`src/rtl/layer_input_pkg.sv`:
```
// Shared state encoding and width helper for the layer input tracker.
package layer_input_pkg;

    typedef enum logic [1:0] {
        ST_IDLE = 2'd0,
        ST_BUSY = 2'd1,
        ST_DONE = 2'd2
    } state_t;

    // Never returns 0 so that single-entry ranges still get a 1-bit port.
    function automatic int clog2w(input int v);
        return (v <= 2) ? 1 : $clog2(v);
    endfunction

endpackage

```
`src/rtl/layer_input_pos_cnt.sv`:
```
// Row/column position of the next expected pixel; holds at the last pixel of the frame.
module layer_input_pos_cnt
    import layer_input_pkg::*;
#(
    parameter int IMG_W = 10,
    parameter int IMG_H = 10,
    parameter int RW    = clog2w(IMG_H),
    parameter int CLW   = clog2w(IMG_W)
) (
    input  logic           i_clk,
    input  logic           i_rst,
    input  logic           i_clr,
    input  logic           i_adv,
    output logic [RW-1:0]  o_row,
    output logic [CLW-1:0] o_col
);

    logic [RW-1:0]  r_row;
    logic [CLW-1:0] r_col;
    logic           w_col_end;
    logic           w_frame_end;

    assign w_col_end   = (r_col == CLW'(IMG_W - 1));
    assign w_frame_end = w_col_end && (r_row == RW'(IMG_H - 1));

    always_ff @(posedge i_clk or negedge i_rst) begin
        if (!i_rst) begin
            r_row <= '0;
            r_col <= '0;
        end else if (i_clr) begin
            r_row <= '0;
            r_col <= '0;
        end else if (i_adv && !w_frame_end) begin
            if (w_col_end) begin
                r_col <= '0;
                r_row <= r_row + RW'(1);
            end else begin
                r_col <= r_col + CLW'(1);
            end
        end
    end

    assign o_row = r_row;
    assign o_col = r_col;

endmodule

```
`src/rtl/layer_input_tracker.sv`:
```
// Tracks pixels arriving from the previous layer and tells the conv consumer when enough rows are buffered.
// Optional LAYER_INPUT_CREDIT_EN: consumer row releases raise the ready threshold by one row each.
module layer_input_tracker
    import layer_input_pkg::*;
#(
    parameter int IMG_W       = 10,
    parameter int IMG_H       = 10,
    parameter int KERNEL_SIZE = 3,
    parameter int READY_LEAD  = 0,
    parameter int CW          = clog2w(IMG_W * IMG_H + 1),
    parameter int RW          = clog2w(IMG_H),
    parameter int CLW         = clog2w(IMG_W)
) (
    input  logic           i_clk,
    input  logic           i_rst,
    input  logic           i_conv_start,
    input  logic           i_pix_valid,
    input  logic           i_abort,
    input  logic           i_row_release,
    output logic           o_layer_input_ready,
    output logic           o_busy,
    output logic           o_frame_done,
    output logic [CW-1:0]  o_pix_count,
    output logic [RW-1:0]  o_row_idx,
    output logic [CLW-1:0] o_col_idx,
    output logic           o_overrun
);

    localparam int TOTAL  = IMG_W * IMG_H;
    localparam int T0_RAW = IMG_W * KERNEL_SIZE + KERNEL_SIZE - READY_LEAD;
    localparam int T0     = (T0_RAW > TOTAL) ? TOTAL : ((T0_RAW < 0) ? 0 : T0_RAW);

    state_t        r_state;
    logic [CW-1:0] r_pix_count;
    logic          r_overrun;
    logic [CW-1:0] w_thr;
    logic          w_start;
    logic          w_accept;
    logic          w_last;

    assign w_start  = (r_state == ST_IDLE) && i_conv_start;
    assign w_accept = (r_state == ST_BUSY) && i_pix_valid && !i_abort;
    assign w_last   = w_accept && (r_pix_count == CW'(TOTAL - 1));

`ifdef LAYER_INPUT_CREDIT_EN
    localparam int RLW = clog2w(IMG_H + 1);

    logic [RLW-1:0] r_rel_rows;
    logic [31:0]    w_thr_full;

    always_ff @(posedge i_clk or negedge i_rst) begin
        if (!i_rst) begin
            r_rel_rows <= '0;
        end else if (w_start) begin
            r_rel_rows <= '0;
        end else if ((r_state == ST_BUSY) && i_row_release && (r_rel_rows < RLW'(IMG_H))) begin
            r_rel_rows <= r_rel_rows + RLW'(1);
        end
    end

    assign w_thr_full = 32'(T0) + 32'(IMG_W) * 32'(r_rel_rows);
    assign w_thr      = (w_thr_full > 32'(TOTAL)) ? CW'(TOTAL) : w_thr_full[CW-1:0];
`else
    logic w_unused_release;
    assign w_unused_release = i_row_release;
    assign w_thr            = CW'(T0);
`endif

    // Abort is checked before pixel acceptance so a cancelled cycle never counts or completes.
    always_ff @(posedge i_clk or negedge i_rst) begin
        if (!i_rst) begin
            r_state     <= ST_IDLE;
            r_pix_count <= '0;
            r_overrun   <= 1'b0;
        end else begin
            case (r_state)
                ST_IDLE: begin
                    if (i_pix_valid) r_overrun <= 1'b1;
                    if (i_conv_start) begin
                        r_state     <= ST_BUSY;
                        r_pix_count <= '0;
                        r_overrun   <= 1'b0;
                    end
                end
                ST_BUSY: begin
                    if (i_abort) begin
                        r_state <= ST_IDLE;
                    end else if (i_pix_valid) begin
                        if (r_pix_count < CW'(TOTAL)) r_pix_count <= r_pix_count + CW'(1);
                        if (w_last) r_state <= ST_DONE;
                    end
                end
                ST_DONE: begin
                    r_state <= ST_IDLE;
                    if (i_pix_valid) r_overrun <= 1'b1;
                end
                default: r_state <= ST_IDLE;
            endcase
        end
    end

    layer_input_pos_cnt #(
        .IMG_W (IMG_W),
        .IMG_H (IMG_H),
        .RW    (RW),
        .CLW   (CLW)
    ) u_pos (
        .i_clk (i_clk),
        .i_rst (i_rst),
        .i_clr (w_start),
        .i_adv (w_accept),
        .o_row (o_row_idx),
        .o_col (o_col_idx)
    );

    assign o_busy              = (r_state != ST_IDLE);
    assign o_frame_done        = (r_state == ST_DONE);
    assign o_layer_input_ready = o_busy && (r_pix_count >= w_thr);
    assign o_pix_count         = r_pix_count;
    assign o_overrun           = r_overrun;

endmodule

```
`config.mk`:
```
export PLATFORM = sky130hd
export DESIGN_NAME = layer_input_tracker
export DESIGN_NICKNAME = d
export VERILOG_FILES = /design/src/rtl/layer_input_pkg.sv /design/src/rtl/layer_input_pos_cnt.sv /design/src/rtl/layer_input_tracker.sv
export SDC_FILE = /design/constraint.sdc
export NUM_CORES = 1
export LEC_CHECK = 0
export ABC_CLOCK_PERIOD_IN_PS = 5250
export CAP_MARGIN = 20
export CORE_MARGIN = 1
export CORE_UTILIZATION = 48
export CTS_CLUSTER_DIAMETER = 150
export DETAILED_ROUTE_END_ITERATION = 8
export PLACE_DENSITY_LB_ADDON = 0.08
export RECOVER_POWER = 25
export SLEW_MARGIN = 0
export SYNTH_ARGS = -nofsm -noshare
export SYNTH_HDL_FRONTEND = slang
export SYNTH_SLANG_ARGS = --single-unit
```
`constraint.sdc`:
```
create_clock -name i_clk -period 5.25 [get_ports i_clk]
set_input_delay 1.05 -clock i_clk [delete_from_list [all_inputs] [get_ports i_clk]]
set_output_delay 1.05 -clock i_clk [all_outputs]
set_load 0.01 [all_outputs]
```
==> results of run 1 <==
[cell type report]
| type | instances | area (µm²) | share of cell area [%] |
|---|---|---|---|
| clock buffers | 4 | 36.3 | 2.89 |
| flip-flops and latches | 18 | 450 | 35.9 |
| inverters | 6 | 22.5 | 1.79 |
| repair buffers | 23 | 230 | 18.3 |
| multi-input cells | 79 | 485 | 38.6 |
| well taps | 25 | 31.3 | 2.49 |
[kinds of logic (layout without fill, tap and decap cells)]
logic type / count (synthesis) / count (layout) / synth area share [%]
buffers and inverters: 8 / 33 / 3.23
adders and majority gates: 6 / 6 / 7.76
AOI/OAI and AO/OA: 20 / 20 / 12.2
muxes: 1 / 1 / 1.03
xor gates and xnor gates: 3 / 3 / 2.72
DFF: 18 / 18 / 46.6
and+or+nand+nor: 49 / 49 / 26.5
[Yosys cell counts, drive strengths merged, types with 4 or more instances]
master	instances	area, µm²
nor2	11	41.3
nand3	6	30.0
dfrtp	18	450
ha	6	75.1
o21ai	6	30.0
inv	6	22.5
nand2	10	37.5
nor3	4	20.0
a21oi	7	35.0
[stage by stage]
stage          power [mW]  worst slack, ns  utilization [%]
5_1_grt             0.305             1.91             69.7
3_3_place_gp        0.207             2.32             67.7
6_report            0.289             2.00             69.7
3_5_place_dp        0.209             2.32             67.7
4_1_cts             0.293             1.99             69.7
2_1_floorplan       0.182             2.78                -
[where the power goes]
part | switching, mW | internal (mW) | leakage (nW)
Clock | 0.0414 | 0.0422 | 0.0210
Sequential | 0.00989 | 0.146 | 0.246
Combinational | 0.0252 | 0.0243 | 0.276
[critical path, stage by stage, from the launching register on]
cell	delay [ns]
dfrtp_1	0.44
or3_1	0.40
or4_1	0.40
a21oi_1	0.15
nor2_1	0.05
clkdlybuf4s50_1	0.47
[flip-flops by register name, indices dropped and copies added, names as in the netlist]
name and flops:
r_state 2, o_pix_count 7, o_overrun 1, u_pos.o_row 4
u_pos.o_col 4
[per-layer routing]
| layer | up-vias | routed length, µm | share of wire [%] | track usage, % |
|---|---|---|---|---|
| met5 | - | 0 | 0 | 0 |
| met4 | 0 | 15 | 0.77 | 8.57 |
| met3 | 2 | 61 | 3.1 | 2.31 |
| met2 | 18 | 948 | 49 | 34.4 |
| met1 | 416 | 924 | 47 | 26.7 |
| li1 | 423 | - | - | - |
[final timing paths]
kind                                  endpoint  cells after the start      startpoint
max                        o_layer_input_ready                      5  o_pix_count[3]
min                                  o_overrun                      2       o_overrun
max reg2reg                     o_pix_count[5]                      4      r_state[1]
min reg2reg                          o_overrun                      2       o_overrun
max in group asynchronous       u_pos.o_col[1]                      1           i_rst
min in group asynchronous       u_pos.o_row[0]                      1           i_rst
==> metrics.csv, run 1 <==
metric,value,unit
cp.arrival,2.20,ns
final_cell_mix,"clkdlybuf4s50_1 (21), dfrtp_1 (18), nor2_1 (11), nand2_1 (10), a21oi_1 (7)",
grt_start_max_net_pins,19,
dr.pass1.iters,4,
place.gp.congestion,0.791,
port-buffer-count,23,
drc,0,
fillers,153,
syn_area,967,µm²
track_usage,20.4,%
critPathLaunchType,flop,
min_period,3.25,ns
nets,143,
syn_avg_cell_area,9.21,µm²
n_antenna_cell,0,
drt-initial-drc-count,12,
finalInstanceArea,1260,µm²
hpwl,1.43,mm
grt-ovfl-total,0,
leakagePower,0.543,nW
syn_nets,117,
syn-instance-count,105,
async_flop_share,100,%
yosysSeqAreaShare,46.6,%
hold_viol,0,
postCtsSetupBuffers,0,
status,"complete, no violations",
slew_headroom,44.5,%
clock_path_buffers,2,
irDropWorstVdd,147,µV
synth_warnings,0,
ys_seq_elements,18,
cap_violations,0,
min_period_over_period,62.0,%
cts_hold_buf,0,
viasPerCell,5.54,
finalWirelength,1.95,mm
cts_buffers,3,
fp.dieW,46.9,µm
antenna_found_initial,0,
floorplan.rows,15,
finalClockSkew,0.00838,ns
grt_pass1_wl,3.15,mm
hold_class,flop to flop,
cts_tree,built,
core,1800,µm²
initial_core_util,53.7,%
post_synth_num_cell_types,29,
fmax,307,MHz
rsz0062_at_grt,false,
slew_viol_final,0,
path_max_fanout,6,
routedWlPerCell,12.6,µm
die_y,46.9,µm
powerDensity,230,nW/µm²
vias,859,
die-area,2200,µm²
setup-violations-final,0,
grt_pass1_vias,754,
root_buffer,clkbuf_4,
holdWs,0.513,ns
numClockSinks,18,
cts_resized,0,
instances_no_fill,155,
r2r_setup_slack,3.55,ns
htreeDepth,1,
tightest_slew,0.830,ns
end_kind,primary output,
ys.flop_type,dfrtp_1,
syn2layout_area_growth,29.9,%
fin_setup_tns,0,ns
layout_commonest_cell,clkdlybuf4s50_1,
clock_latency,0.29,ns
cts.clk_slew.worst_paths,0.11,ns
dp_cells,151,
ios,25,
drive_above_1_share,5.38,%
place_area,1220,µm²
synth-edff-count,0,
drtAntennaViolNets,0,
required,4.20,ns
crit_type,flop to primary output,
No activity file was read; power rests on OpenSTA's default activity.
==> run 2, diff against run 1 <==
ABC_CLOCK_PERIOD_IN_PS = 3000   (was 5250)
CORE_UTILIZATION = 47   (was 48)
clock period = 3 ns   (was 5.25 ns; I/O delays follow)
==> metrics.csv, run 2 (synthesis gave the netlist of run 1 again) <==
metric,value,unit
status,"complete, no violations",
tightest_slew,0.808,ns
fin_setup_tns,0,ns
drtAntennaViolNets,0,
fillers,182,
use_met1,28.0,%
crit_type,flop to primary output,
htreeDepth,1,
timing.rr.start,r_state[1],
grt_pass1_wl,3.16,mm
r2r-end,o_pix_count[5],
min_period,2.82,ns
grt_start_max_net_pins,19,
die_y,47.4,µm
track_usage,20.3,%
met3_usage,2.31,%
setup-violations-final,0,
clock_path_buffers,2,
end_kind,primary output,
fp.dieW,47.4,µm
dr.pass1.iters,4,
reg2regPathDepth,4,
grt_use_met2,33.2,%
hold_class,flop to flop,
nets,143,
irDropWorstVdd,308,µV
grt_pass1_vias,710,
final_cell_mix,"clkdlybuf4s50_1 (22), dfrtp_1 (18), nor2_1 (11), nand2_1 (10), a21oi_1 (7)",
place.gp.congestion,0.822,
fmax,355,MHz
root_buffer,clkbuf_4,
leakagePower,0.542,nW
antenna_found_initial,0,
hold_path_depth,2,
cts_hold_buf,0,
ios,25,
post-route-util,64.8,%
largest_reg_flops,7,
grt-ovfl-total,0,
finalWirelength,2.08,mm
cts.clk_slew.worst_paths,0.11,ns
routedWlPerCell,13.2,µm
drt-initial-drc-count,13,
powerDensity,406,nW/µm²
startpoint,o_pix_count[3],
vias,843,
worstHoldEndpoint,o_overrun,
slew_viol_final,0,
core,1940,µm²
grt_busiest_layer,met2,
rsz0062_at_grt,false,
critPathLaunchType,flop,
r2r_setup_slack,1.31,ns
drc,0,
n_antenna_cell,0,
cap_violations,0,
cp.arrival,2.22,ns
cts_resized,0,
port-buffer-count,23,
postCtsSetupBuffers,0,
hold_viol,0,
drive_above_1_share,5.38,%
min_period_over_period,94.0,%
required,2.40,ns
slew_headroom,46.0,%
die-area,2240,µm²
cts_buffers,3,
layout_commonest_cell,clkdlybuf4s50_1,
floorplan.rows,16,
cts_tree,built,
syn2layout_area_growth,30.1,%
finalClockSkew,0.00654,ns
viasPerCell,5.37,
initial_core_util,49.8,%
path_max_fanout,6,
min_from,o_overrun,
hpwl,1.50,mm
numClockSinks,18,
clock_latency,0.29,ns
## run 2: worst max-delay path by stage
stage                     endpoint  slack [ns]
2_1_floorplan  o_layer_input_ready        0.98
3_3_place_gp   o_layer_input_ready        0.53
3_5_place_dp   o_layer_input_ready        0.51
4_1_cts        o_layer_input_ready        0.16
5_1_grt        o_layer_input_ready        0.10
6_report       o_layer_input_ready        0.18
## run 2: through the flow
stage / hold slack [ns] / power [mW] / area, µm² / setup slack (ns) / std cells
5_1_grt: 0.538 / 0.536 / 1260 / 0.103 / 157
4_1_cts: 0.520 / 0.518 / 1260 / 0.163 / 157
3_3_place_gp: 0.479 / 0.362 / 1220 / 0.526 / 153
2_1_floorplan: 0.304 / 0.318 / 967 / 0.978 / 105
6_report: 0.512 / 0.510 / 1260 / 0.180 / 157
3_5_place_dp: 0.494 / 0.364 / 1220 / 0.508 / 153
## run 2: worst max-delay path: stages (launching register included)
cell	delay [ns]
dfrtp_1	0.44
or3_1	0.40
or4_1	0.40
a21oi_1	0.15
nor2_1	0.05
clkdlybuf4s50_1	0.48
## run 2: power breakdown
part | internal [mW] | total, mW | switching (mW) | leakage [nW]
logic | 0.0428 | 0.0868 | 0.0439 | 0.276
clock network | 0.0739 | 0.152 | 0.0777 | 0.0210
registers | 0.255 | 0.272 | 0.0170 | 0.246
## run 2: routing by layer
metal | vias to the layer above | share of wire (%)
li1 | 419 | -
met1 | 400 | 47
met2 | 22 | 48
met3 | 2 | 3.6
met4 | 0 | 0.58
met5 | - | 0
## run 2: layout make-up
| class | count | area, µm² | share of cell area (%) |
|---|---|---|---|
| multi-input combinational | 79 | 485 | 38.6 |
| sequential | 18 | 450 | 35.8 |
| timing repair buffer | 23 | 230 | 18.3 |
| clock buffer | 4 | 36.3 | 2.88 |
| inverter | 6 | 22.5 | 1.79 |
| tap | 27 | 33.8 | 2.68 |
==> run 3, diff against run 2 <==
GPL_TIMING_DRIVEN = 0   (was not set)
==> metrics.csv, run 3 (synthesis gave the netlist of run 1 again) <==
metric,value,unit
dp_slack,0.471,ns
critPathLaunchType,flop,
drive_above_1_share,6.06,%
hpwl,1.49,mm
startpoint,o_pix_count[3],
rsz0062_at_grt,false,
irDropWorstVdd,274,µV
finalInstanceArea,1270,µm²
cp.arrival,2.24,ns
postCtsSetupBuffers,0,
end_kind,primary output,
drc,0,
cts_tree,built,
numClockSinks,18,
crit_type,flop to primary output,
n_antenna_cell,0,
slew_viol_final,0,
clock_path_buffers,2,
final_cell_mix,"clkdlybuf4s50_1 (22), dfrtp_1 (18), nor2_1 (11), nand2_1 (10), a21oi_1 (7)",
fmax,352,MHz
clock_latency,0.29,ns
hold_class,flop to flop,
htreeDepth,1,
cts_hold_buf,0,
antenna_found_initial,0,
nets,145,
required,2.40,ns
syn2layout_area_growth,31.0,%
fp.dieW,47.4,µm
grt_pass1_vias,743,
powerDensity,400,nW/µm²
grt-ovfl-total,0,
timing.rr.start,u_pos.o_col[0],
leakagePower,0.549,nW
die-area,2240,µm²
fillers,176,
drt-initial-drc-count,18,
slew_headroom,45.7,%
hold_viol,0,
largest_reg_flops,7,
die_y,47.4,µm
root_buffer,clkbuf_4,
path_max_fanout,6,
finalWirelength,2.04,mm
port-buffer-count,23,
routedWlPerCell,12.8,µm
initial_core_util,49.8,%
seq_area,450,µm²
grt_start_max_net_pins,19,
core,1940,µm²
dp_cells,155,
viasPerCell,5.26,
status,"complete, no violations",
track_usage,20.6,%
multi_input_area,485,µm²
tightest_slew,0.811,ns
cts_resized,0,
dr.pass1.iters,5,
min_period_over_period,94.7,%
vias,836,
finalClockSkew,0.00674,ns
grt_pass1_wl,3.19,mm
place.gp.congestion,0.775,
cts_buffers,3,
worst_slack,0.160,ns
cts.clk_slew.worst_paths,0.11,ns
post-route-util,65.3,%
layout_commonest_cell,clkdlybuf4s50_1,
floorplan.rows,16,
holdWs,0.510,ns
drtAntennaViolNets,0,
ios,25,
min_period,2.84,ns
instances_no_fill,159,
min_from,o_overrun,
p_total,0.508,mW
setup-violations-final,0,
fin_setup_tns,0,ns
cap_violations,0,
place_area,1230,µm²
run 3: final timing paths:
kind                                        to  slack, ns  cells after the start
setup reg to reg                u_pos.o_col[2]       1.40                      5
max in group asynchronous       o_pix_count[5]       1.66                      1
hold reg to reg                      o_overrun       0.51                      2
min in group asynchronous           r_state[1]       0.83                      1
hold / removal                       o_overrun       0.51                      2
setup / recovery           o_layer_input_ready       0.16                      5
run 3: metal layers:
| layer | up-vias | GRT usage (%) | wire [µm] |
|---|---|---|---|
| li1 | 426 | - | - |
| met4 | 0 | 8.57 | 14 |
| met5 | - | 0 | 0 |
| met2 | 14 | 37.0 | 996 |
| met1 | 394 | 24.7 | 966 |
| met3 | 2 | 2.31 | 63 |
run 3: worst max-delay path, cell delays in order (launching register included):
cell and delay, ns:
dfrtp_1 0.45, or3_1 0.42, or4_1 0.41, a21oi_1 0.16, nor2_1 0.05, clkdlybuf4s50_1 0.47
run 3: report_power, final:
group / switching, mW / internal (mW) / leakage, nW / total [mW]
sequential: 0.0170 / 0.255 / 0.246 / 0.272
combinational: 0.0443 / 0.0435 / 0.282 / 0.0877
clock: 0.0740 / 0.0738 / 0.0210 / 0.148
run 3: area by class of cell:
class | count | share of cell area (%)
Timing Repair Buffer | 23 | 18.2
Inverter | 6 | 1.78
Tap cell | 27 | 2.67
Clock buffer | 4 | 2.86
Multi-Input combinational cell | 79 | 38.3
Sequential cell | 18 | 35.5
Buffer | 2 | 0.691
